[src/rtl/i2c_pkg.sv]
// Shared types and constants for the I2C target: FSM state encoding, R/W and ACK
// bit values, and the address-match helper.
package i2c_pkg;

  typedef enum logic [2:0] {
    IDLE     = 3'd0,
    ADDR     = 3'd1,
    ADDR_ACK = 3'd2,
    WR_DATA  = 3'd3,
    WR_ACK   = 3'd4,
    RD_DATA  = 3'd5,
    RD_ACK   = 3'd6
  } slv_state_t;

  localparam logic I2C_RW_WRITE = 1'b0;
  localparam logic I2C_RW_READ  = 1'b1;
  localparam logic I2C_ACK      = 1'b0;

  // General call (address 0) never matches, whatever the own address is.
  function automatic logic addr_match(input logic [7:0] addr_byte, input logic [6:0] own_addr);
    return (addr_byte[7:1] == own_addr) && (addr_byte[7:1] != 7'd0);
  endfunction

endpackage

[src/rtl/i2c_bus_sync.sv]
// Bus input conditioning: synchronizes SCL/SDA, keeps one registered copy and
// decodes single-cycle scl_rise / scl_fall / START / STOP events.
module i2c_bus_sync #(
  parameter int SYNC_STAGES = 2
) (
  input  logic clk_i,
  input  logic rst_i,
  input  logic scl_i,
  input  logic sda_i,
  output logic scl_rise_o,
  output logic scl_fall_o,
  output logic start_o,
  output logic stop_o,
  output logic sda_o
);

  logic [SYNC_STAGES-1:0] scl_sync_q;
  logic [SYNC_STAGES-1:0] sda_sync_q;
  logic                   scl_q;
  logic                   sda_q;
  logic                   scl_p_q;
  logic                   sda_p_q;

  // Idle bus level is high, so every stage resets to 1 to avoid a false event.
  always_ff @(posedge clk_i or posedge rst_i) begin
    if (rst_i) begin
      scl_sync_q <= '1;
      sda_sync_q <= '1;
      scl_q      <= 1'b1;
      sda_q      <= 1'b1;
      scl_p_q    <= 1'b1;
      sda_p_q    <= 1'b1;
    end else begin
      scl_sync_q <= {scl_sync_q[SYNC_STAGES-2:0], scl_i};
      sda_sync_q <= {sda_sync_q[SYNC_STAGES-2:0], sda_i};
      scl_q      <= scl_sync_q[SYNC_STAGES-1];
      sda_q      <= sda_sync_q[SYNC_STAGES-1];
      scl_p_q    <= scl_q;
      sda_p_q    <= sda_q;
    end
  end

  assign start_o    = scl_q & scl_p_q & sda_p_q & ~sda_q;
  assign stop_o     = scl_q & scl_p_q & ~sda_p_q & sda_q;
  assign scl_rise_o = scl_q & ~scl_p_q & ~(start_o | stop_o);
  assign scl_fall_o = ~scl_q & scl_p_q & ~(start_o | stop_o);
  assign sda_o      = sda_q;

endmodule

[src/rtl/i2c_slave.sv]
// I2C target endpoint: address match with ACK, write bytes handed to local logic,
// read bytes fetched from local logic and shifted out on an open-drain SDA.
module i2c_slave
  import i2c_pkg::*;
#(
  parameter logic [6:0] SLAVE_ADDR  = 7'h50,
  parameter int         SYNC_STAGES = 2
) (
  input  logic       clk_in,
  input  logic       reset_in,
  input  logic       scl_in,
  input  logic       sda_in,
  output logic       sda_oe,
  output logic [7:0] rx_data,
  output logic       rx_valid,
  input  logic [7:0] tx_data,
  output logic       tx_load,
  output logic       busy
);

  logic       scl_rise_s;
  logic       scl_fall_s;
  logic       start_s;
  logic       stop_s;
  logic       sda_s;

  slv_state_t state_q;
  logic [2:0] bit_cnt_q;
  logic [7:0] shift_q;
  logic       rw_q;
  logic       armed_q;
  logic       sda_oe_q;
  logic       busy_q;
  logic [7:0] rx_data_q;
  logic       rx_valid_q;
  logic       tx_load_q;

  i2c_bus_sync #(.SYNC_STAGES(SYNC_STAGES)) u_bus_sync (
    .clk_i      (clk_in),
    .rst_i      (reset_in),
    .scl_i      (scl_in),
    .sda_i      (sda_in),
    .scl_rise_o (scl_rise_s),
    .scl_fall_o (scl_fall_s),
    .start_o    (start_s),
    .stop_o     (stop_s),
    .sda_o      (sda_s)
  );

  // Protocol FSM with shift register, bit counter and registered outputs.
  always_ff @(posedge clk_in or posedge reset_in) begin
    if (reset_in) begin
      state_q    <= IDLE;
      bit_cnt_q  <= 3'd0;
      shift_q    <= 8'd0;
      rw_q       <= I2C_RW_WRITE;
      armed_q    <= 1'b0;
      sda_oe_q   <= 1'b0;
      busy_q     <= 1'b0;
      rx_data_q  <= 8'd0;
      rx_valid_q <= 1'b0;
      tx_load_q  <= 1'b0;
    end else begin
      rx_valid_q <= 1'b0;
      tx_load_q  <= 1'b0;
      if (stop_s) begin
        state_q   <= IDLE;
        bit_cnt_q <= 3'd0;
        sda_oe_q  <= 1'b0;
        busy_q    <= 1'b0;
      end else if (start_s) begin
        state_q   <= ADDR;
        bit_cnt_q <= 3'd0;
        armed_q   <= 1'b0;
        sda_oe_q  <= 1'b0;
        busy_q    <= 1'b0;
      end else begin
        case (state_q)
          IDLE: begin
            bit_cnt_q <= 3'd0;
          end
          // The SCL fall that completes START carries no bit: wait for a rise first.
          ADDR: begin
            if (scl_rise_s) begin
              shift_q <= {shift_q[6:0], sda_s};
              armed_q <= 1'b1;
            end else if (scl_fall_s && armed_q) begin
              armed_q <= 1'b0;
              if (bit_cnt_q == 3'd7) begin
                bit_cnt_q <= 3'd0;
                if (addr_match(shift_q, SLAVE_ADDR)) begin
                  state_q  <= ADDR_ACK;
                  sda_oe_q <= 1'b1;
                  busy_q   <= 1'b1;
                  rw_q     <= shift_q[0];
                end else begin
                  state_q <= IDLE;
                end
              end else begin
                bit_cnt_q <= bit_cnt_q + 3'd1;
              end
            end
          end
          ADDR_ACK: begin
            if (scl_fall_s) begin
              bit_cnt_q <= 3'd0;
              if (rw_q == I2C_RW_READ) begin
                tx_load_q <= 1'b1;
                shift_q   <= tx_data;
                sda_oe_q  <= ~tx_data[7];
                state_q   <= RD_DATA;
              end else begin
                sda_oe_q <= 1'b0;
                state_q  <= WR_DATA;
              end
            end
          end
          WR_DATA: begin
            if (scl_rise_s) begin
              shift_q <= {shift_q[6:0], sda_s};
              if (bit_cnt_q == 3'd7) begin
                rx_data_q  <= {shift_q[6:0], sda_s};
                rx_valid_q <= 1'b1;
              end
            end else if (scl_fall_s) begin
              if (bit_cnt_q == 3'd7) begin
                bit_cnt_q <= 3'd0;
                sda_oe_q  <= 1'b1;
                state_q   <= WR_ACK;
              end else begin
                bit_cnt_q <= bit_cnt_q + 3'd1;
              end
            end
          end
          WR_ACK: begin
            if (scl_fall_s) begin
              bit_cnt_q <= 3'd0;
              sda_oe_q  <= 1'b0;
              state_q   <= WR_DATA;
            end
          end
          RD_DATA: begin
            if (scl_fall_s) begin
              if (bit_cnt_q == 3'd7) begin
                bit_cnt_q <= 3'd0;
                sda_oe_q  <= 1'b0;
                state_q   <= RD_ACK;
              end else begin
                bit_cnt_q <= bit_cnt_q + 3'd1;
                sda_oe_q  <= ~shift_q[6];
                shift_q   <= {shift_q[6:0], 1'b0};
              end
            end
          end
          RD_ACK: begin
            if (scl_rise_s) begin
              if (sda_s != I2C_ACK) begin
                state_q  <= IDLE;
                busy_q   <= 1'b0;
                sda_oe_q <= 1'b0;
              end
            end else if (scl_fall_s) begin
              tx_load_q <= 1'b1;
              shift_q   <= tx_data;
              sda_oe_q  <= ~tx_data[7];
              bit_cnt_q <= 3'd0;
              state_q   <= RD_DATA;
            end
          end
          default: begin
            state_q  <= IDLE;
            sda_oe_q <= 1'b0;
            busy_q   <= 1'b0;
          end
        endcase
      end
    end
  end

  assign sda_oe   = sda_oe_q;
  assign rx_data  = rx_data_q;
  assign rx_valid = rx_valid_q;
  assign tx_load  = tx_load_q;
  assign busy     = busy_q;

endmodule

[config.mk]
export PLATFORM = sky130hd
export DESIGN_NAME = i2c_slave
export DESIGN_NICKNAME = d
export VERILOG_FILES = /design/src/rtl/i2c_pkg.sv /design/src/rtl/i2c_bus_sync.sv /design/src/rtl/i2c_slave.sv
export SDC_FILE = /design/constraint.sdc
export NUM_CORES = 1
export LEC_CHECK = 0
export CAP_MARGIN = 20
export CORE_AREA = 2 2 94 74
export CTS_CLUSTER_SIZE = 28
export DETAILED_ROUTE_END_ITERATION = 6
export DIE_AREA = 0 0 96 76
export GPL_TIMING_DRIVEN = 0
export PLACE_DENSITY = 0.58
export SYNTH_ARGS = -nofsm -noshare
export SYNTH_HDL_FRONTEND = slang
export SYNTH_HIERARCHICAL = 1
export SYNTH_SLANG_ARGS = --single-unit
[constraint.sdc]
create_clock -name clk_in -period 2.5 [get_ports clk_in]
set_clock_uncertainty 0.05 [all_clocks]
set_input_delay 0.5 -clock clk_in [delete_from_list [all_inputs] [get_ports clk_in]]
set_output_delay 0.5 -clock clk_in [all_outputs]
set_load 0.02 [all_outputs]
==> impl_metrics.ini <==
[detailed_routing]
wire_per_inst_um = 14.0
route.met3.wl_um = 221
post_drt_via_cell_ratio = 4.87
num_vias = 1431
highest_layer = met4
met1_length_um = 2190
first_iter_violations = 119
ant_nets = 0
drc = 0
routed_wl_um = 4120
wl_met2_um = 1680
drt_pre_antenna_iters = 4

[cts]
post-cts-setup-buffers = 0
cts_tree = done
cts_hold_buffers = 0
clock_path_buffers = 2
clock_sinks = 36
cts_buffers = 5
ctsResizeCount = 0
htreeDepth = 2
cts.clk_slew.worst_paths_ns = 0.07
cts-root-buf = clkbuf_8
clk_latency_ns = 0.30

[floorplanning]
core_mm2 = 0.00647
rows = 26
die_y_um = 76
ios = 24
initial_core_util = 0.286
dieWidth_um = 96
die-area_mm2 = 0.00730

[sta]
max_slew_margin = 0.606
fin_ws_ns = 0.220
fmax_mhz = 439
drv_slew = 0
hold_ws_ns = 0.307
fin_crit_sh = 0.912
setup_viol = 0
fin_tns_setup_ns = 0
rsz0062_at_grt = no
final-hold-violation-count = 0
period_needed_ns = 2.28
worst_slew_pin_slew_ns = 0.588

[global_route]
grt_pass1_vias = 1409
grtUsageTotal = 0.126
grt_max_degree = 23
grt_overflow = 0
antenna_found_initial = 0
grt_pass1_wl_um = 7070

[worst_setup_path]
arrival_ns = 2.41
path_class = reg2reg
reg2reg_from = u_bus_sync/scl_q
crit_fanout = 10
critPathLaunchType = flip-flop
crit_start = u_bus_sync/scl_q
end_kind = flip-flop
required_ns = 2.63

[pwr]
peakVddDrop_mv = 0.395
cellPowerDensity_mw_per_mm2 = 930
p_leak_nw = 1.02
p_total_mw = 2.15

[synthesis]
synth.cell_area_mm2 = 0.00185
ys_ff_latch = 36
syn_avg_cell_area_um2 = 10.4
synth_top_area_share = 0.378
synth_seq_area_share = 0.492
async_reset_ff_frac = 1.00
yosysWarnings = 6
synth.distinct_cells = 44
synthFlopType = dfrtp_1
syn_nets = 192
yosys-top-cells-area = dfrtp_1 (38%), dfstp_2 (11%), mux2_4 (6.5%), a21oi_1 (5.4%), mux2i_1 (3.8%)
yosysTopAreaCell = dfrtp_1
syn_inst = 178
synth-edff-count = 0

[final_layout]
final_net_count = 223
multi_input_area_um2 = 852
drive_above_1_share = 0.195
final.fill_count = 653
num_antenna_cells = 0
ff_latch_area_um2 = 911
area_growth_syn_to_layout_pct = 24.7

[placed_design]
io_buffers = 23
place_ws_ns = 0.241
gp_congestion = 0.856
dp_hpwl_um = 2970

[run_status]
status = finished, final reports clean

[worst_hold_path]
min_from = u_bus_sync/scl_sync_q[0]
min_path_type = reg2reg

[flow_run]
maxCapViolations = 0
-- cell families (layout without fill, tap and decap cells) --
family,after synthesis,count (layout),synth area share
and+or+nand+nor,63,63,0.184
AOI/OAI and AO/OA,43,43,0.147
DFF,36,36,0.492
muxes,17,17,0.115
buffers and inverters,17,49,0.0480
adders and majority gates,2,2,0.0135
-- power by group --
group	leakage [nW]	internal (mW)	switching, mW	total (mW)
registers	0.440	0.711	0.117	0.828
clock network	0.0445	0.224	0.222	0.446
logic	0.534	0.364	0.509	0.873
-- cell usage after synthesis, types with 2 or more instances --
library cell  number
mux2i_1            7
o21a_1             2
dfrtp_1           28
o21ai_0            6
nand2b_1           5
buf_2              8
nand2_1           14
nor2b_1            3
inv_1              6
and4b_1            3
a21oi_1           20
o211ai_1           2
and3_1             2
buf_6              2
or3b_1             2
dfstp_2            8
o221ai_1           2
mux2_4             8
nor2_1            18
ha_1               2
nor3_1             7
-- cells in the final DEF, fill, tap and decap left out, types with 2 or more instances in the layout --
master,instances
a21oi_1,20
and3_1,2
and4b_1,3
buf_2,8
buf_6,2
clkbuf_1,2
clkbuf_8,6
clkdlybuf4s50_1,23
dfrtp_1,28
dfstp_2,8
ha_1,2
inv_1,6
mux2_4,8
mux2i_1,7
nand2_1,14
nand2b_1,5
nor2_1,18
nor2b_1,3
nor3_1,7
o211ai_1,2
o21a_1,2
o21ai_0,6
o221ai_1,2
or3b_1,2
-- worst max-delay path, cell delays in order (launching register included) --
cell     delay, ns
dfstp_2       0.56
nor2b_1       0.30
buf_2         0.29
nand2_1       0.11
or3_4         0.37
buf_6         0.16
mux2_4        0.30
-- per-layer routing --
metal,vias up,GRT usage
met5,-,0
met3,4,0.0455
met4,0,0.0257
met1,683,0.199
li1,697,-
met2,47,0.163
-- registers in the layout, indices dropped and copies added (netlist names), 2 cells and up --
name / cells
u_bus_sync/sda_sync_q: 2
bit_cnt_q: 3
shift_q: 8
rx_data: 8
u_bus_sync/scl_sync_q: 2
state_q: 3
-- path summary, 6_finish.rpt --
| path | depth (start not counted) | endpoint | slack, ns |
|---|---|---|---|
| max in group asynchronous | 3 | bit_cnt_q[2] | 1.49 |
| worst min register to register | 0 | u_bus_sync/scl_sync_q[1] | 0.31 |
| min in group asynchronous | 2 | armed_q | 0.45 |
| worst max-delay path | 6 | rx_data[0] | 0.22 |
| worst max register to register | 6 | rx_data[0] | 0.22 |
| worst min-delay path | 0 | u_bus_sync/scl_sync_q[1] | 0.31 |
-- stage by stage --
| step | instance area (um^2) | cells | util |
|---|---|---|---|
| after floorplan | 1850 | 178 | - |
| after global placement | 2190 | 285 | 0.338 |
| after detailed placement | 2210 | 286 | 0.342 |
| after CTS | 2310 | 294 | 0.357 |
| after global routing | 2310 | 294 | 0.357 |
| final | 2310 | 294 | 0.357 |
-- cell type report --
| type | count | share of cell area |
|---|---|---|
| repair buffers | 24 | 0.112 |
| clock buffers | 7 | 0.0374 |
| plain buffers | 11 | 0.0287 |
| clock inverters | 1 | 0.00325 |
| well taps | 84 | 0.0455 |
| multi-input cells | 125 | 0.369 |
| flip-flops and latches | 36 | 0.395 |
| inverters | 6 | 0.00976 |
No activity file was read; power rests on OpenSTA's default activity.
